### src/rtl/apb_fabric_pkg.sv
// Shared types and helpers for the APB fabric: FSM state encoding and page decode.
package apb_fabric_pkg;

    typedef enum logic [1:0] {
        IDLE     = 2'd0,
        S_SETUP  = 2'd1,
        S_ACCESS = 2'd2,
        DONE     = 2'd3
    } fab_state_e;

    // Page = top pb bits of an aw-bit address (address zero-extended to 32 bits).
    function automatic int unsigned page_of(input logic [31:0] addr, input int aw, input int pb);
        logic [31:0] w_sh;
        w_sh = addr >> (aw - pb);
        return w_sh & ((32'd1 << pb) - 32'd1);
    endfunction

endpackage

### src/rtl/apb_watchdog.sv
// Access-phase watchdog: clearable, saturating cycle counter that flags the last allowed cycle.
module apb_watchdog #(
    parameter int TIMEOUT_CYCLES = 255
) (
    input  logic clk,
    input  logic n_rst,
    input  logic i_clear,
    input  logic i_enable,
    output logic o_expire
);
    localparam int CW = $clog2(TIMEOUT_CYCLES + 1);
    localparam logic [CW-1:0] LAST = CW'(TIMEOUT_CYCLES - 1);
    localparam logic [CW-1:0] SAT  = CW'(TIMEOUT_CYCLES);

    logic [CW-1:0] r_count;

    always_ff @(posedge clk or negedge n_rst) begin
        if (!n_rst) begin
            r_count <= '0;
        end else if (i_clear) begin
            r_count <= '0;
        end else if (i_enable && (r_count != SAT)) begin
            r_count <= r_count + 1'b1;
        end
    end

    assign o_expire = i_enable && (r_count == LAST);

endmodule

### src/rtl/apb_fabric.sv
// APB interconnect: decodes the address page of the I/O master onto one of NUM_SLAVES
// peripherals over a registered shared slave bus, with unmapped-page and watchdog errors.
module apb_fabric
    import apb_fabric_pkg::*;
#(
    parameter int NUM_SLAVES     = 4,
    parameter int ADDR_WIDTH     = 16,
    parameter int DATA_WIDTH     = 8,
    parameter int PAGE_BITS      = 8,
    parameter int TIMEOUT_CYCLES = 255
) (
    input  logic                             clk,
    input  logic                             n_rst,
    input  logic                             m_psel,
    input  logic                             m_penable,
    input  logic                             m_pwrite,
    input  logic [ADDR_WIDTH-1:0]            m_paddr,
    input  logic [DATA_WIDTH-1:0]            m_pwdata,
    output logic [DATA_WIDTH-1:0]            m_prdata,
    output logic                             m_pready,
    output logic                             m_pslverr,
    output logic [NUM_SLAVES-1:0]            s_psel,
    output logic                             s_penable,
    output logic                             s_pwrite,
    output logic [ADDR_WIDTH-1:0]            s_paddr,
    output logic [DATA_WIDTH-1:0]            s_pwdata,
    input  logic [NUM_SLAVES*DATA_WIDTH-1:0] s_prdata,
    input  logic [NUM_SLAVES-1:0]            s_pready,
    input  logic [NUM_SLAVES-1:0]            s_pslverr,
    input  logic                             err_clear,
    output logic                             err_sticky,
    output logic [ADDR_WIDTH-1:0]            err_addr,
    output logic                             timeout_pulse
);
    localparam int SW = (NUM_SLAVES > 1) ? $clog2(NUM_SLAVES) : 1;

    fab_state_e              r_state;
    logic [ADDR_WIDTH-1:0]   r_addr;
    logic [DATA_WIDTH-1:0]   r_wdata;
    logic                    r_write;
    logic [SW-1:0]           r_idx;
    logic [DATA_WIDTH-1:0]   r_prdata;
    logic                    r_slverr;
    logic                    r_timeout;
    logic                    r_err_sticky;
    logic [ADDR_WIDTH-1:0]   r_err_addr;

    int unsigned             w_page;
    logic                    w_mapped;
    logic                    w_setup;
    logic                    w_access;
    logic                    w_expire;
    logic                    w_sel_ready;
    logic                    w_sel_err;
    logic [DATA_WIDTH-1:0]   w_sel_rdata;
    logic                    w_err_evt;
    logic [ADDR_WIDTH-1:0]   w_err_src;
    logic [DATA_WIDTH-1:0]   w_rdata_arr [NUM_SLAVES];

    assign w_page   = page_of(32'(m_paddr), ADDR_WIDTH, PAGE_BITS);
    assign w_mapped = (w_page < unsigned'(NUM_SLAVES));
    assign w_setup  = (r_state == S_SETUP);
    assign w_access = (r_state == S_ACCESS);

    for (genvar k = 0; k < NUM_SLAVES; k++) begin : g_rdata
        assign w_rdata_arr[k] = s_prdata[k*DATA_WIDTH +: DATA_WIDTH];
    end

    assign w_sel_ready = s_pready[r_idx];
    assign w_sel_err   = s_pslverr[r_idx];
    assign w_sel_rdata = w_rdata_arr[r_idx];

    apb_watchdog #(.TIMEOUT_CYCLES(TIMEOUT_CYCLES)) u_wdog (
        .clk      (clk),
        .n_rst    (n_rst),
        .i_clear  (w_setup),
        .i_enable (w_access),
        .o_expire (w_expire)
    );

    // An unmapped access errors before anything is latched, so its address comes straight from the master.
    assign w_err_evt = ((r_state == IDLE) && m_psel && !w_mapped)
                     || (w_access && w_sel_ready && w_sel_err)
                     || (w_access && !w_sel_ready && w_expire);
    assign w_err_src = (r_state == IDLE) ? m_paddr : r_addr;

    always_ff @(posedge clk or negedge n_rst) begin
        if (!n_rst) begin
            r_state   <= IDLE;
            r_addr    <= '0;
            r_wdata   <= '0;
            r_write   <= 1'b0;
            r_idx     <= '0;
            r_prdata  <= '0;
            r_slverr  <= 1'b0;
            r_timeout <= 1'b0;
        end else begin
            r_slverr  <= 1'b0;
            r_timeout <= 1'b0;
            case (r_state)
                IDLE: begin
                    if (m_psel) begin
                        r_addr  <= m_paddr;
                        r_wdata <= m_pwdata;
                        r_write <= m_pwrite;
                        r_idx   <= SW'(w_page);
                        if (w_mapped) begin
                            r_state <= S_SETUP;
                        end else begin
                            r_state  <= DONE;
                            r_slverr <= 1'b1;
                            r_prdata <= '0;
                        end
                    end
                end
                S_SETUP: r_state <= S_ACCESS;
                S_ACCESS: begin
                    if (w_sel_ready) begin
                        r_state  <= DONE;
                        r_prdata <= w_sel_rdata;
                        r_slverr <= w_sel_err;
                    end else if (w_expire) begin
                        r_state   <= DONE;
                        r_prdata  <= '0;
                        r_slverr  <= 1'b1;
                        r_timeout <= 1'b1;
                    end
                end
                default: r_state <= IDLE;
            endcase
        end
    end

    // A new error in the same cycle as err_clear keeps the flag set.
    always_ff @(posedge clk or negedge n_rst) begin
        if (!n_rst) begin
            r_err_sticky <= 1'b0;
            r_err_addr   <= '0;
        end else if (w_err_evt) begin
            r_err_sticky <= 1'b1;
            r_err_addr   <= w_err_src;
        end else if (err_clear) begin
            r_err_sticky <= 1'b0;
        end
    end

    always_comb begin
        s_psel = '0;
        if (w_setup || w_access) s_psel[r_idx] = 1'b1;
    end

    assign s_penable     = w_access;
    assign s_pwrite      = r_write;
    assign s_paddr       = r_addr;
    assign s_pwdata      = r_wdata;
    assign m_prdata      = r_prdata;
    assign m_pready      = (r_state == DONE);
    assign m_pslverr     = r_slverr;
    assign timeout_pulse = r_timeout;
    assign err_sticky    = r_err_sticky;
    assign err_addr      = r_err_addr;

endmodule

### config.mk
export PLATFORM = sky130hd
export DESIGN_NAME = apb_fabric
export DESIGN_NICKNAME = d
export VERILOG_FILES = /design/src/rtl/apb_fabric_pkg.sv /design/src/rtl/apb_watchdog.sv /design/src/rtl/apb_fabric.sv
export SDC_FILE = /design/constraint.sdc
export NUM_CORES = 1
export LEC_CHECK = 0
export BUFFER_PORTS_ARGS = -buffer_cell sky130_fd_sc_hd__buf_2
export CORE_ASPECT_RATIO = 2
export CORE_MARGIN = 2
export CORE_UTILIZATION = 30
export CTS_CLUSTER_SIZE = 16
export DETAILED_ROUTE_END_ITERATION = 10
export SLEW_MARGIN = 20
export SYNTH_ARGS = -nofsm -noshare
export SYNTH_HDL_FRONTEND = slang
export SYNTH_HIERARCHICAL = 1
export SYNTH_SLANG_ARGS = --single-unit
export TNS_END_PERCENT = 1
### constraint.sdc
create_clock -name clk -period 2.1 [get_ports clk]
set_input_delay 0.42 -clock clk [delete_from_list [all_inputs] [get_ports clk]]
set_output_delay 0.42 -clock clk [all_outputs]
set_load 0.05 [all_outputs]
* Yosys cells after proc, flatten, opt, wreduce, memory -nomap -nowiden
Index checks and enable logic that the tools add are counted.
Cells by class: bitwise operators 1, $mul 0, reduce and logical (&&, ||, !) cells 21, $lt $le $gt $ge 4, shift operators 0, equal/unequal tests 8, add/sub/neg operators 1, mux-type cells 32, div/mod/pow operators 0
Operators with widths (number):
- $mux W8 | 8
- $bmux W8 S2 | 1
- $mux W16 | 1
- $pmux W8 S2 | 1
- $mux W1 | 11
- $logic_and A1 B1 Y1 | 9
- $add A8 B1 Y8 const B | 1
- $eq A8 B8 Y1 const B | 1
- $lt A8 B3 Y1 const B | 1
- $mux W2 | 4
- $ne A8 B8 Y1 const B | 1
- $pmux W2 S3 | 1
- $reduce_bool A2 Y1 | 3
- $bmux W1 S2 | 2
- $eq A2 B2 Y1 const B | 2
- $mux W4 | 1
- $ne A2 B2 Y1 const B | 2
- $reduce_and A2 Y1 | 2
- $reduce_and A4 Y1 | 1
- $ge A3 B3 Y1 const B | 1
- $logic_or A1 B1 Y1 | 3
- $lt A2 B3 Y1 const B | 1
- $ne A3 B3 Y1 const B | 1
- $not A2 Y3 | 1
- other kinds (6) | 7
Word-level totals: latch bits 0, bits in read-only memories 0, RAM bits 0, memories kept 0, register bits after elaboration 64

* Longest topological paths before layout
depth after elaboration 7, depth in mapped cells 8, mapped depth without buffers 8

* Modules after synthesis
Netlist, hierarchy kept.
By module, submodules not included:
- apb_fabric | area each 2628.8 sq um, cells an instance 180, times used 1
- apb_watchdog | area each 500.5 sq um, cells an instance 51, times used 1

* Least setup slack after synthesis
No wires, ideal clock.
path type reg2out, from register, netlist name s_paddr[9], to output port s_psel[0], stages on the path, launching flop included 4, required time 1.680 ns, path slack -0.523 ns, path buffers 2, arrival time 2.203 ns, cells stage by stage dfrtp_1 -> clkbuf_1 -> clkbuf_1 -> nor3b_1
RTL lines:
- to (decl) | RTL line apb_fabric.sv:22 | output logic [NUM_SLAVES-1:0] s_psel,

==> results.md <==
- CTS tree: yes
- Hold Buf Count CTS: 0
- Antenna Cells: 0
- Synth warn: 6
- Period utilisation layout: 99.3%
- GRT busiest layer: met2
- Post-CTS setup buffer count: 0
- IO buf count: 126
- PD cells: 2000 nW/um^2
- First-pass GRT wire length: 13.0 mm
- Die Wd: 76.2 um
- Max Clock Freq: 479 MHz
- Switch share: 46.5%
- GR Util All Layers: 14.7%
- Final Max Slew Viols: 0
- Number of CTS-inserted buffers: 9
- CTS HTree Levels: 3
- Worst-path clk slew: 0.05 ns
- Leakage power: 2.19 nW
- Clock share of power: 18.5%
- Avg WL per Cell: 15.3 um
- Clock sinks: 62
- Place WS: -0.0539 ns
- Die area: 11,300 um^2
- Minimum clock period: 2.09 ns
- Seq cells post-synth: 62
- GR Util met3: 3.58%
- Largest net degree at the start of global routing: 36
- Share of layout cells above drive strength 1: 62.1%
- NumNets Final: 456
- Skew final: 0.00365 ns
- P_int: 0.00473 W
- GPL Wtd Cong: 0.732
- Antenna-violating nets left: 0
- 1st-pass router iterations: 4
- Worst Max-Slew Pin Slew: 0.494 ns
- Post-synthesis sequential area ratio: 49.6%
- Crit end category: flip-flop
- Die Ht: 148 um
- Syn nets: 307
- Synth unique cells: 34
- Detailed-route wire length: 7.96 mm
- Post-synthesis average cell area: 13.5 um^2
- Worst Path Max Fanout: 18
- Worst vdd ir: 0.858 mV
- Grt total ovfl: 0
- Max-capacitance violation count: 0
- Cell Rows: 52
- Hpwl dp: 6.00 mm
- Comb power frac: 58.0%
- RSZ-0062 raised after global routing: yes
- Final instance area: 4430 um^2
- Area grow syn2layout: 41.4%
- PnR worst setup slack: 0.0143 ns
- Core area: 10,100 um^2
- Hold Crit Class: input port to asynchronous set/reset pin
- Met1 usage: 15.5%
- Vias in the first global route: 2,636
- M2 GR Usage: 27.8%
- Total vias in the final route: 2,430
- Clk_lat worst skew: 0.32 ns
- Deepest clock path buffer count: 2
- Drt first-iter violations: 129
- Kind of critical path: flip-flop to flip-flop
- Drt via density: 4.67
- Placed Area: 4070 um^2
- Final Setup Violations: 0
- Io pins: 128
- Starting density of the core: 30.8%
- Hold_ws: 0.00567 ns
- DRC errors left: 0
- Clk root buf: clkbuf_16
- Switching power: 0.00412 W
- Slew headroom: 67.0%
- Req. time, crit path: 2.30 ns
- Startpoint types: flip-flop
- Outcome: finished clean
- Final hold viol count: 0
- Seq pwr share: 23.5%
- Synthesized area: 3130 um^2
- Pwr Total: 0.00885 W
- Post-synth top area cell: dfrtp_1
- Initial antenna violation count: 0
- Cells after synthesis: 231
- Post-synth top area share: 49.6%
- Crit path DAT: 2.28 ns
- Top post-synthesis cells by area: dfrtp_1 (50%), mux2_2 (18%), mux4_2 (7.2%)
[path summary, 6_finish.rpt]
| path | from | endpoint | slack [ns] | cells past startpoint |
|---|---|---|---|---|
| max | s_paddr[8] | err_addr[6] | 0.01 | 5 |
| min | n_rst | u_wdog/r_count[6] | 0.006 | 1 |
| max reg2reg | s_paddr[8] | err_addr[6] | 0.01 | 5 |
| min reg2reg | m_prdata[1] | m_prdata[1] | 0.49 | 1 |
| max in group asynchronous | n_rst | s_paddr[9] | 1.54 | 2 |
| min in group clk | err_clear | err_sticky | 0.29 | 2 |
[flip-flops by register name, summed over array words and instances (netlist names)]
| name | flops |
|---|---|
| m_prdata | 8 |
| timeout_pulse | 1 |
| s_paddr | 16 |
| s_pwrite | 1 |
| err_sticky | 1 |
| s_pwdata | 8 |
| m_pslverr | 1 |
| err_addr | 16 |
| r_state | 2 |
| u_wdog/r_count | 8 |
[power by group through the flow]
stage	clock network [W]	registers [W]	logic [W]
4_1_cts	0.00168	0.00209	0.00515
6_report	0.00164	0.00208	0.00514
3_5_place_dp	0	0.00210	0.00514
3_3_place_gp	0	0.00207	0.00507
5_1_grt	0.00173	0.00216	0.00544
2_1_floorplan	0	0.00384	0.00212
[worst max-delay path, cell delays in order, from the launching register on]
cell	delay, ns
dfrtp_2	0.40
mux4_2	0.54
mux2_4	0.33
a21oi_4	0.14
buf_12	0.19
mux2_2	0.35
[cell type report]
cell class,instances,area (um^2)
clock buffer,13,270
clock inverter,3,65.1
fill,988,5720
inverter,17,63.8
multi-input combinational,142,1470
sequential,62,1550
tap,135,169
timing repair buffer,148,835
[synth_stat cells]
library cell  number
nand2_1            6
a31oi_1            1
nand4_1            1
nor3b_1            1
clkbuf_1           8
and4_1             1
mux2_2            49
nor2b_1            5
a21oi_1            6
ha_1               6
buf_12             1
nand2b_1           1
and4_4             1
o211ai_1           1
o31ai_1            1
nor2_1            10
mux2_1             4
nand3_1            3
mux4_2            10
o2bb2ai_1          8
inv_1             17
mux2_4             9
and4bb_1           1
nor3_1             3
nor4_1             1
o21ai_0            1
a211oi_1           4
buf_6              1
dfrtp_1           62
a21oi_4            1
a41oi_4            1
and3_1             3
and3b_1            1
o22ai_1            2
[cell families after synthesis]
group           count (synthesis)  synth area share, %
flops                          62                 49.6
compound gates                 26                 6.80
mux                            72                 30.6
buf+inv                        27                 4.00
simple gates                   38                 6.64
fa+ha+maj                       6                 2.40
[cell usage in the layout (no fill, tap or decap), drive strengths merged, types with 2 or more instances in the layout]
| master | synthesis | layout |
|---|---|---|
| mux2 | 62 | 62 |
| a211oi | 4 | 4 |
| and4 | 2 | 2 |
| nor2 | 10 | 10 |
| dfrtp | 62 | 62 |
| mux4 | 10 | 10 |
| a21oi | 7 | 7 |
| clkbuf | 8 | 14 |
| nor3 | 3 | 3 |
| bufinv | 0 | 2 |
| nand3 | 3 | 3 |
| nand2 | 6 | 6 |
| inv | 17 | 17 |
| o22ai | 2 | 2 |
| nor2b | 5 | 5 |
| o2bb2ai | 8 | 8 |
| ha | 6 | 6 |
| buf | 2 | 147 |
| and3 | 3 | 3 |
[stage by stage]
| stage | instances | TNS (ns) | util [%] |
|---|---|---|---|
| floorplan | 231 | -4.85 | - |
| global placement | 504 | -0.561 | 40.1 |
| detailed placement | 504 | -0.443 | 40.1 |
| CTS | 520 | -0.00248 | 43.4 |
| global route | 520 | -0.287 | 43.6 |
| finish | 520 | 0 | 43.6 |
[timing repair]
action / in CTS / in global routing
setup endpoints to repair: 3 / 14
resized for setup: 1 / 8
gates cloned: 0 / 0
[metal layers]
metal | routed length (um) | vias to the layer above
met5 | 0 | -
met4 | 140 | 0
met3 | 313 | 7
met2 | 4600 | 74
met1 | 2900 | 1209
li1 | - | 1140
(Power assumes the default switching activity.)
